`src/rtl/pipe_ctrl.sv`:
```
// ---------------------------------------------------------------------------
// pipe_ctrl
//   Hazard and sequencing controller for the five-stage RISC toy core.
//   It inserts the load-use bubble, squashes the wrong path after a taken
//   branch or jump, and freezes the pipeline while a data-memory access is
//   outstanding. It also forwards operands to E, keeps a sticky memory-timeout
//   flag and a saturating stall-cycle counter.
//
// Parameters
//   TIMEOUT   maximum wait cycles tolerated for one data-memory access (>= 2)
//
// Ports
//   CLK, RSTN                 clock (rising edge), async active-low reset
//   RA0_D, RA1_D, Use0_D/1_D  source regs of the D instruction and read flags
//   RA0_E, RA1_E              source regs of the E instruction
//   WA_E/M/W, WEN_E/M/W       destination regs and active-low write enables
//   Load_E, Load_M            load instruction in E / M
//   BrTaken_E                 taken branch or jump resolved in E
//   DREQ_M (active-low), DRDY data-memory request in M / access completed
//   PCWrite, FDStall, FDFlush, DEStall, DEFlush, EMStall, MWFlush
//                             pipeline register controls
//   Fwd0_E, Fwd1_E            operand source: 0 regfile, 1 M result, 2 W value
//   MemErr                    sticky memory-timeout flag
//   StallCnt                  saturating count of cycles with PCWrite = 0
//   dbg_state                 current FSM state (0 = RUN, 1 = WAIT)
//
// Handshake: the data memory is a request/complete pair. A request is
// presented while DREQ_M is low; the access completes in the cycle DRDY is
// high. While the request is pending and DRDY is low the whole pipeline is
// frozen, so DREQ_M and every M-stage input stay stable until completion or
// until TIMEOUT stall cycles have elapsed, whichever comes first.
// ---------------------------------------------------------------------------
module pipe_ctrl #(
    parameter int TIMEOUT = 16
) (
    input  logic        CLK,
    input  logic        RSTN,
    input  logic [4:0]  RA0_D,
    input  logic [4:0]  RA1_D,
    input  logic        Use0_D,
    input  logic        Use1_D,
    input  logic [4:0]  RA0_E,
    input  logic [4:0]  RA1_E,
    input  logic [4:0]  WA_E,
    input  logic [4:0]  WA_M,
    input  logic [4:0]  WA_W,
    input  logic        WEN_E,
    input  logic        WEN_M,
    input  logic        WEN_W,
    input  logic        Load_E,
    input  logic        Load_M,
    input  logic        BrTaken_E,
    input  logic        DREQ_M,
    input  logic        DRDY,
    output logic        PCWrite,
    output logic        FDStall,
    output logic        FDFlush,
    output logic        DEStall,
    output logic        DEFlush,
    output logic        EMStall,
    output logic        MWFlush,
    output logic [1:0]  Fwd0_E,
    output logic [1:0]  Fwd1_E,
    output logic        MemErr,
    output logic [15:0] StallCnt,
    output logic        dbg_state
);

    localparam int WW = (TIMEOUT > 2) ? $clog2(TIMEOUT) : 1;
    localparam logic [WW-1:0] WLAST = WW'(TIMEOUT - 1);

    typedef enum logic {
        ST_RUN  = 1'b0,
        ST_WAIT = 1'b1
    } state_t;

    state_t        state, state_nxt;
    logic [WW-1:0] wcnt, wcnt_nxt;
    logic          set_err;
    logic          mem_err_q;
    logic [15:0]   stall_cnt_q;
    logic          wcnt_last;
    logic          mem_hold;
    logic          load_use;
    logic          pc_write_raw;

    assign wcnt_last = (wcnt == WLAST);

    // Pipeline freeze: a fresh request that is not served in its first
    // cycle, or an outstanding one that has neither completed nor run out
    // of patience. The last wait cycle releases the pipeline on its own.
    assign mem_hold = ((state == ST_RUN)  & ~DREQ_M & ~DRDY) |
                      ((state == ST_WAIT) & ~DRDY & ~wcnt_last);

    assign load_use = Load_E & ~WEN_E &
                      ((Use0_D & (RA0_D == WA_E)) | (Use1_D & (RA1_D == WA_E)));

    // ---------------- state register ----------------
    always_ff @(posedge CLK or negedge RSTN) begin
        if (!RSTN) begin
            state       <= ST_RUN;
            wcnt        <= '0;
            mem_err_q   <= 1'b0;
            stall_cnt_q <= '0;
        end else begin
            state <= state_nxt;
            wcnt  <= wcnt_nxt;
            if (set_err) begin
                mem_err_q <= 1'b1;
            end
            if (!pc_write_raw && (stall_cnt_q != 16'hFFFF)) begin
                stall_cnt_q <= stall_cnt_q + 16'd1;
            end
        end
    end

    // ---------------- next-state logic ----------------
    always_comb begin
        state_nxt = state;
        wcnt_nxt  = '0;
        set_err   = 1'b0;
        case (state)
            ST_RUN: begin
                if (~DREQ_M & ~DRDY) begin
                    state_nxt = ST_WAIT;
                end
            end
            ST_WAIT: begin
                if (DRDY) begin
                    state_nxt = ST_RUN;
                end else if (wcnt_last) begin
                    // Gave up on the access: let the pipeline go on.
                    state_nxt = ST_RUN;
                    set_err   = 1'b1;
                end else begin
                    wcnt_nxt = wcnt + 1'b1;
                end
            end
            default: state_nxt = ST_RUN;
        endcase
    end

    // ---------------- output logic ----------------
    // Priority: memory freeze, then taken branch (D is on the wrong path so
    // a load-use hit there is irrelevant), then load-use bubble.
    always_comb begin
        pc_write_raw = 1'b1;
        FDStall      = 1'b0;
        FDFlush      = 1'b0;
        DEStall      = 1'b0;
        DEFlush      = 1'b0;
        EMStall      = 1'b0;
        MWFlush      = 1'b0;
        if (mem_hold) begin
            pc_write_raw = 1'b0;
            FDStall      = 1'b1;
            DEStall      = 1'b1;
            EMStall      = 1'b1;
            MWFlush      = 1'b1;
        end else if (BrTaken_E) begin
            FDFlush      = 1'b1;
            DEFlush      = 1'b1;
        end else if (load_use) begin
            pc_write_raw = 1'b0;
            FDStall      = 1'b1;
            DEFlush      = 1'b1;
        end

        PCWrite = pc_write_raw;
        // In reset the pipeline registers are filled with bubbles.
        if (!RSTN) begin
            PCWrite = 1'b0;
            FDStall = 1'b0;
            FDFlush = 1'b1;
            DEStall = 1'b0;
            DEFlush = 1'b1;
            EMStall = 1'b0;
            MWFlush = 1'b1;
        end
    end

    // ---------------- forwarding ----------------
    // A load in M has no result yet, so it cannot forward from M.
    always_comb begin
        Fwd0_E = 2'd0;
        Fwd1_E = 2'd0;
        if (~WEN_M & ~Load_M & (WA_M == RA0_E)) begin
            Fwd0_E = 2'd1;
        end else if (~WEN_W & (WA_W == RA0_E)) begin
            Fwd0_E = 2'd2;
        end
        if (~WEN_M & ~Load_M & (WA_M == RA1_E)) begin
            Fwd1_E = 2'd1;
        end else if (~WEN_W & (WA_W == RA1_E)) begin
            Fwd1_E = 2'd2;
        end
        if (!RSTN) begin
            Fwd0_E = 2'd0;
            Fwd1_E = 2'd0;
        end
    end

    assign MemErr    = mem_err_q;
    assign StallCnt  = stall_cnt_q;
    assign dbg_state = state;

endmodule

```
`config.mk`:
```
export PLATFORM = sky130hd
export DESIGN_NAME = pipe_ctrl
export DESIGN_NICKNAME = d
export VERILOG_FILES = /design/src/rtl/pipe_ctrl.sv
export SDC_FILE = /design/constraint.sdc
export NUM_CORES = 1
export LEC_CHECK = 0
export ABC_CLOCK_PERIOD_IN_PS = 5700
export BUFFER_PORTS_ARGS = -buffer_cell sky130_fd_sc_hd__buf_2
export CAP_MARGIN = 15
export CORE_ASPECT_RATIO = 1.75
export CORE_MARGIN = 4
export CORE_UTILIZATION = 49
export DETAILED_ROUTE_END_ITERATION = 8
export PLACE_DENSITY_LB_ADDON = 0.05
export SLEW_MARGIN = 20
export SYNTH_ARGS = -nofsm -noshare
export SYNTH_HDL_FRONTEND = slang
export SYNTH_SLANG_ARGS = --single-unit
export TNS_END_PERCENT = 5
```
`constraint.sdc`:
```
create_clock -name CLK -period 5.7 [get_ports CLK]
set_clock_uncertainty 0.2 [all_clocks]
set_input_delay 0.285 -clock CLK [delete_from_list [all_inputs] [get_ports CLK]]
set_output_delay 0.285 -clock CLK [all_outputs]
set_load 0.005 [all_outputs]
```
==> impl_metrics.csv <==
group,metric,value,unit
die,core_region_area,2960,µm²
job,drv_cap,0,
logic_synthesis,ys_ff_latch,22,
worst_setup_path,reg2reg_to,"StallCnt[1]",
finish,fin_area,2000,µm²
finish,nets,279,
pwr,pwr-share-seq,0.481,
route,detail_route.wl_per_cell,13.7,µm
cts,cts_tree,"built",
sta,period_share,0.430,
sta,max_freq,0.408,GHz
cts,clockBufferDepth,2,
worst_setup_path,path_cells,"ha_1 -> and3_4 -> a211oi_4 -> a21oi_4 -> and2_1 -> buf_2",
logic_synthesis,ys.warnings.count,0,
worst_setup_path,max_stage_delay,0.42,ns
worst_setup_path,cp-endpoint,"PCWrite",
sta,worstMarginPinSlew,0.584,ns
die,dieArea,4130,µm²
sta,tns,0,ns
route,drt_iter0_drc,27,
die,die_w,50.3,µm
pwr,p_int,0.000306,W
cts,clock_latency,0.26,ns
worst_setup_path,critPathKind,"reg -> out",
cts,clock_sinks,22,
cts,cts-root-buf,"clkbuf_8",
logic_synthesis,synth_cells,151,
finish,antenna_cells,0,
die,start_util,0.519,
route,drc,0,
logic_synthesis,yosys-top-cells-area,"dfrtp_1 36%, xnor2_1 17%, xor2_1 8.0%",
global_routing,grt_pass1_wl,5.95,mm
global_routing,grt_pass1_vias,1410,
cts,cts_buffers,3,
outcome,status,"finished, final reports clean",
worst_setup_path,worstPathArrival,1.97,ns
pwr,p_comb_frac,0.312,
pwr,power.leakage,0.947,nW
finish,areaGrowthSynthToFinish,29.9,%
logic_synthesis,seq_area_frac_synth,0.358,
placement,place_inst,266,
cts,cts.clk_slew.worst_paths,0.07,ns
pwr,switching_share,0.316,
logic_synthesis,syn-mean-instance-area,10.2,µm²
cts,ctsResizeCount,0,
sta,maxSlewViolCount,0,
worst_setup_path,crit_path_start_kind,"flip-flop",
worst_setup_path,cp_max_fo,17,
placement,placed_area,1950,µm²
logic_synthesis,ys_top_cells_by_count,"30 x xnor2_1, 22 x dfrtp_1, 14 x xor2_1",
logic_synthesis,synth_nets,200,
finish,finalNonFillerCells,270,
placement,gp_congestion,0.779,
pwr,clkPwrFrac,0.207,
placement,post-dp-hpwl,3.12,mm
logic_synthesis,synth_cell_type_count,37,
worst_setup_path,timing.rr.start,"wcnt[0]",
min_path,worstHoldPathType,"in -> reg",
global_routing,grtUsageTotal,0.181,
global_routing,grt.overflow.total,0,
sta,period_needed,2.45,ns
logic_synthesis,synth_top_area_cell,"dfrtp_1",
global_routing,grt_max_degree,31,
sta,maxSlewHeadroom,0.611,
logic_synthesis,async_reset_ff_frac,1.00,
finish,multi_input_area,957,µm²
route,final_antenna_net_count,0,
die,die_y,82.1,µm
logic_synthesis,synth_top_area_frac,0.358,
route,drt-total-wl,3.69,mm
logic_synthesis,netlist_area,1540,µm²
sta,hold_viol,0,
worst_setup_path,required,5.22,ns
worst_setup_path,cp-startpoint,"wcnt[0]",
finish,seqCellArea,551,µm²
die,num_rows,26,
route,routed-via-count,1377,
logic_synthesis,yosys.cell_count.top_type,"xnor2_1",
worst_setup_path,reg2reg_depth,6,
placement,numPortBuffers,75,
cts,cts_setup_buffers,0,
worst_setup_path,endpoint_kind,"primary output",
route,vias_per_cell,5.10,
finish,drive_above_1_share,0.404,
cts,htree_levels,1,
route,dr.pass1.iters,4,
sta,setup_viol,0,
sta,rsz0062_at_grt,"no",
logic_synthesis,synth-main-ff-cell,"dfrtp_1",
die,pin_count,76,
finish,nFillCells,258,
pwr,vdd_ir_drop_max,0.230,mV
worst_setup_path,rrSetupSlack,3.44,ns
global_routing,antenna_found_initial,0,
pwr,powerDensity,223,nW/µm²
pwr,p_switching,0.000141,W
logic_synthesis,synth_edf_count,0,
worst_setup_path,worst_path_max_delay_cell,"dfrtp_1",
-- stage by stage --
stage,utilization,worst slack (ns),power [W],hold slack (ns)
floorplan,-,3.65,0.000288,-0.211
global placement,0.658,3.51,0.000353,0.114
detailed placement,0.658,3.46,0.000358,0.125
CTS,0.675,3.24,0.000455,0.0235
global route,0.675,3.11,0.000481,0.0280
finish,0.675,3.25,0.000446,0.0321
-- power by group through the flow --
stage / Sequential [W] / Combinational, W / Clock [W]
CTS: 0.000215 / 0.000142 / 0.0000980
global placement: 0.000217 / 0.000136 / 0
global route: 0.000221 / 0.000155 / 0.000104
floorplan: 0.000216 / 0.0000721 / 0
finish: 0.000215 / 0.000139 / 0.0000925
detailed placement: 0.000217 / 0.000141 / 0
-- how the worst min path moves through the flow --
| stage | endpoint | start | depth (start not counted) | slack [ns] |
|---|---|---|---|---|
| 2_1_floorplan | MemErr | RSTN | 0 | -0.21 |
| 3_3_place_gp | StallCnt[8] | RSTN | 1 | 0.11 |
| 3_5_place_dp | StallCnt[8] | RSTN | 1 | 0.13 |
| 4_1_cts | dbg_state | DRDY | 2 | 0.02 |
| 5_1_grt | dbg_state | DRDY | 2 | 0.03 |
| 6_report | dbg_state | DRDY | 2 | 0.03 |
-- logic make-up (layout without fill, tap and decap cells) --
| kind of cell | count (synthesis) | in the layout | share of synthesized area |
|---|---|---|---|
| flip-flops | 22 | 22 | 0.358 |
| adder cells (fa/ha/maj) | 2 | 2 | 0.0163 |
| multiplexers | 3 | 3 | 0.0244 |
| AND/OR/NAND/NOR | 63 | 63 | 0.271 |
| XOR/XNOR | 44 | 44 | 0.251 |
| AO/OA/AOI/OAI | 12 | 12 | 0.0602 |
| buffers and inverters | 5 | 82 | 0.0195 |
-- cell usage in the layout, fill, tap and decap left out, types with 2 or more instances in the layout --
master	instances
nand2b_1	5
nor3_2	4
nor4_1	4
nand4b_1	3
dfrtp_1	22
nand2_1	8
xnor2_1	30
ha_1	2
nor3b_1	3
nand4_1	7
clkbuf_8	3
and2_1	4
a21oi_1	3
nor2b_1	3
xor2_1	14
nand3_1	5
nor2_1	6
inv_1	3
and3_1	3
buf_2	75
nor4_2	2
o21ai_0	3
-- repair_timing --
action,4_1_cts,5_1_grt
setup endpoints to repair,0,0
hold endpoints to repair,22,0
hold buffers,1,0
-- layout make-up --
cell class | instances | share of cell area
Multi-Input combinational cell | 124 | 0.479
Timing Repair Buffer | 76 | 0.193
Inverter | 3 | 0.00564
Sequential cell | 22 | 0.276
Tap cell | 42 | 0.0263
Clock buffer | 3 | 0.0207
-- routing by layer --
layer	up-vias	global-route usage	share of wire
met5	-	0	0
met4	0	0.0404	0.0062
met3	2	0.0269	0.056
met2	36	0.381	0.60
met1	656	0.180	0.33
li1	683	-	-
-- registers in the layout (all words and copies together), names as in the netlist --
register and cells:
StallCnt 16, wcnt 4, MemErr 1, dbg_state 1
-- critical path, delay by kind of cell (launching register included) --
kind / cells / cell delay, ns
AOI/OAI and AO/OA: 2 / 0.51
buffers and inverters: 1 / 0.12
and+or+nand+nor: 2 / 0.38
adders and majority gates: 1 / 0.27
DFF: 1 / 0.42
Note: power is estimated with default switching activity, not from simulation.
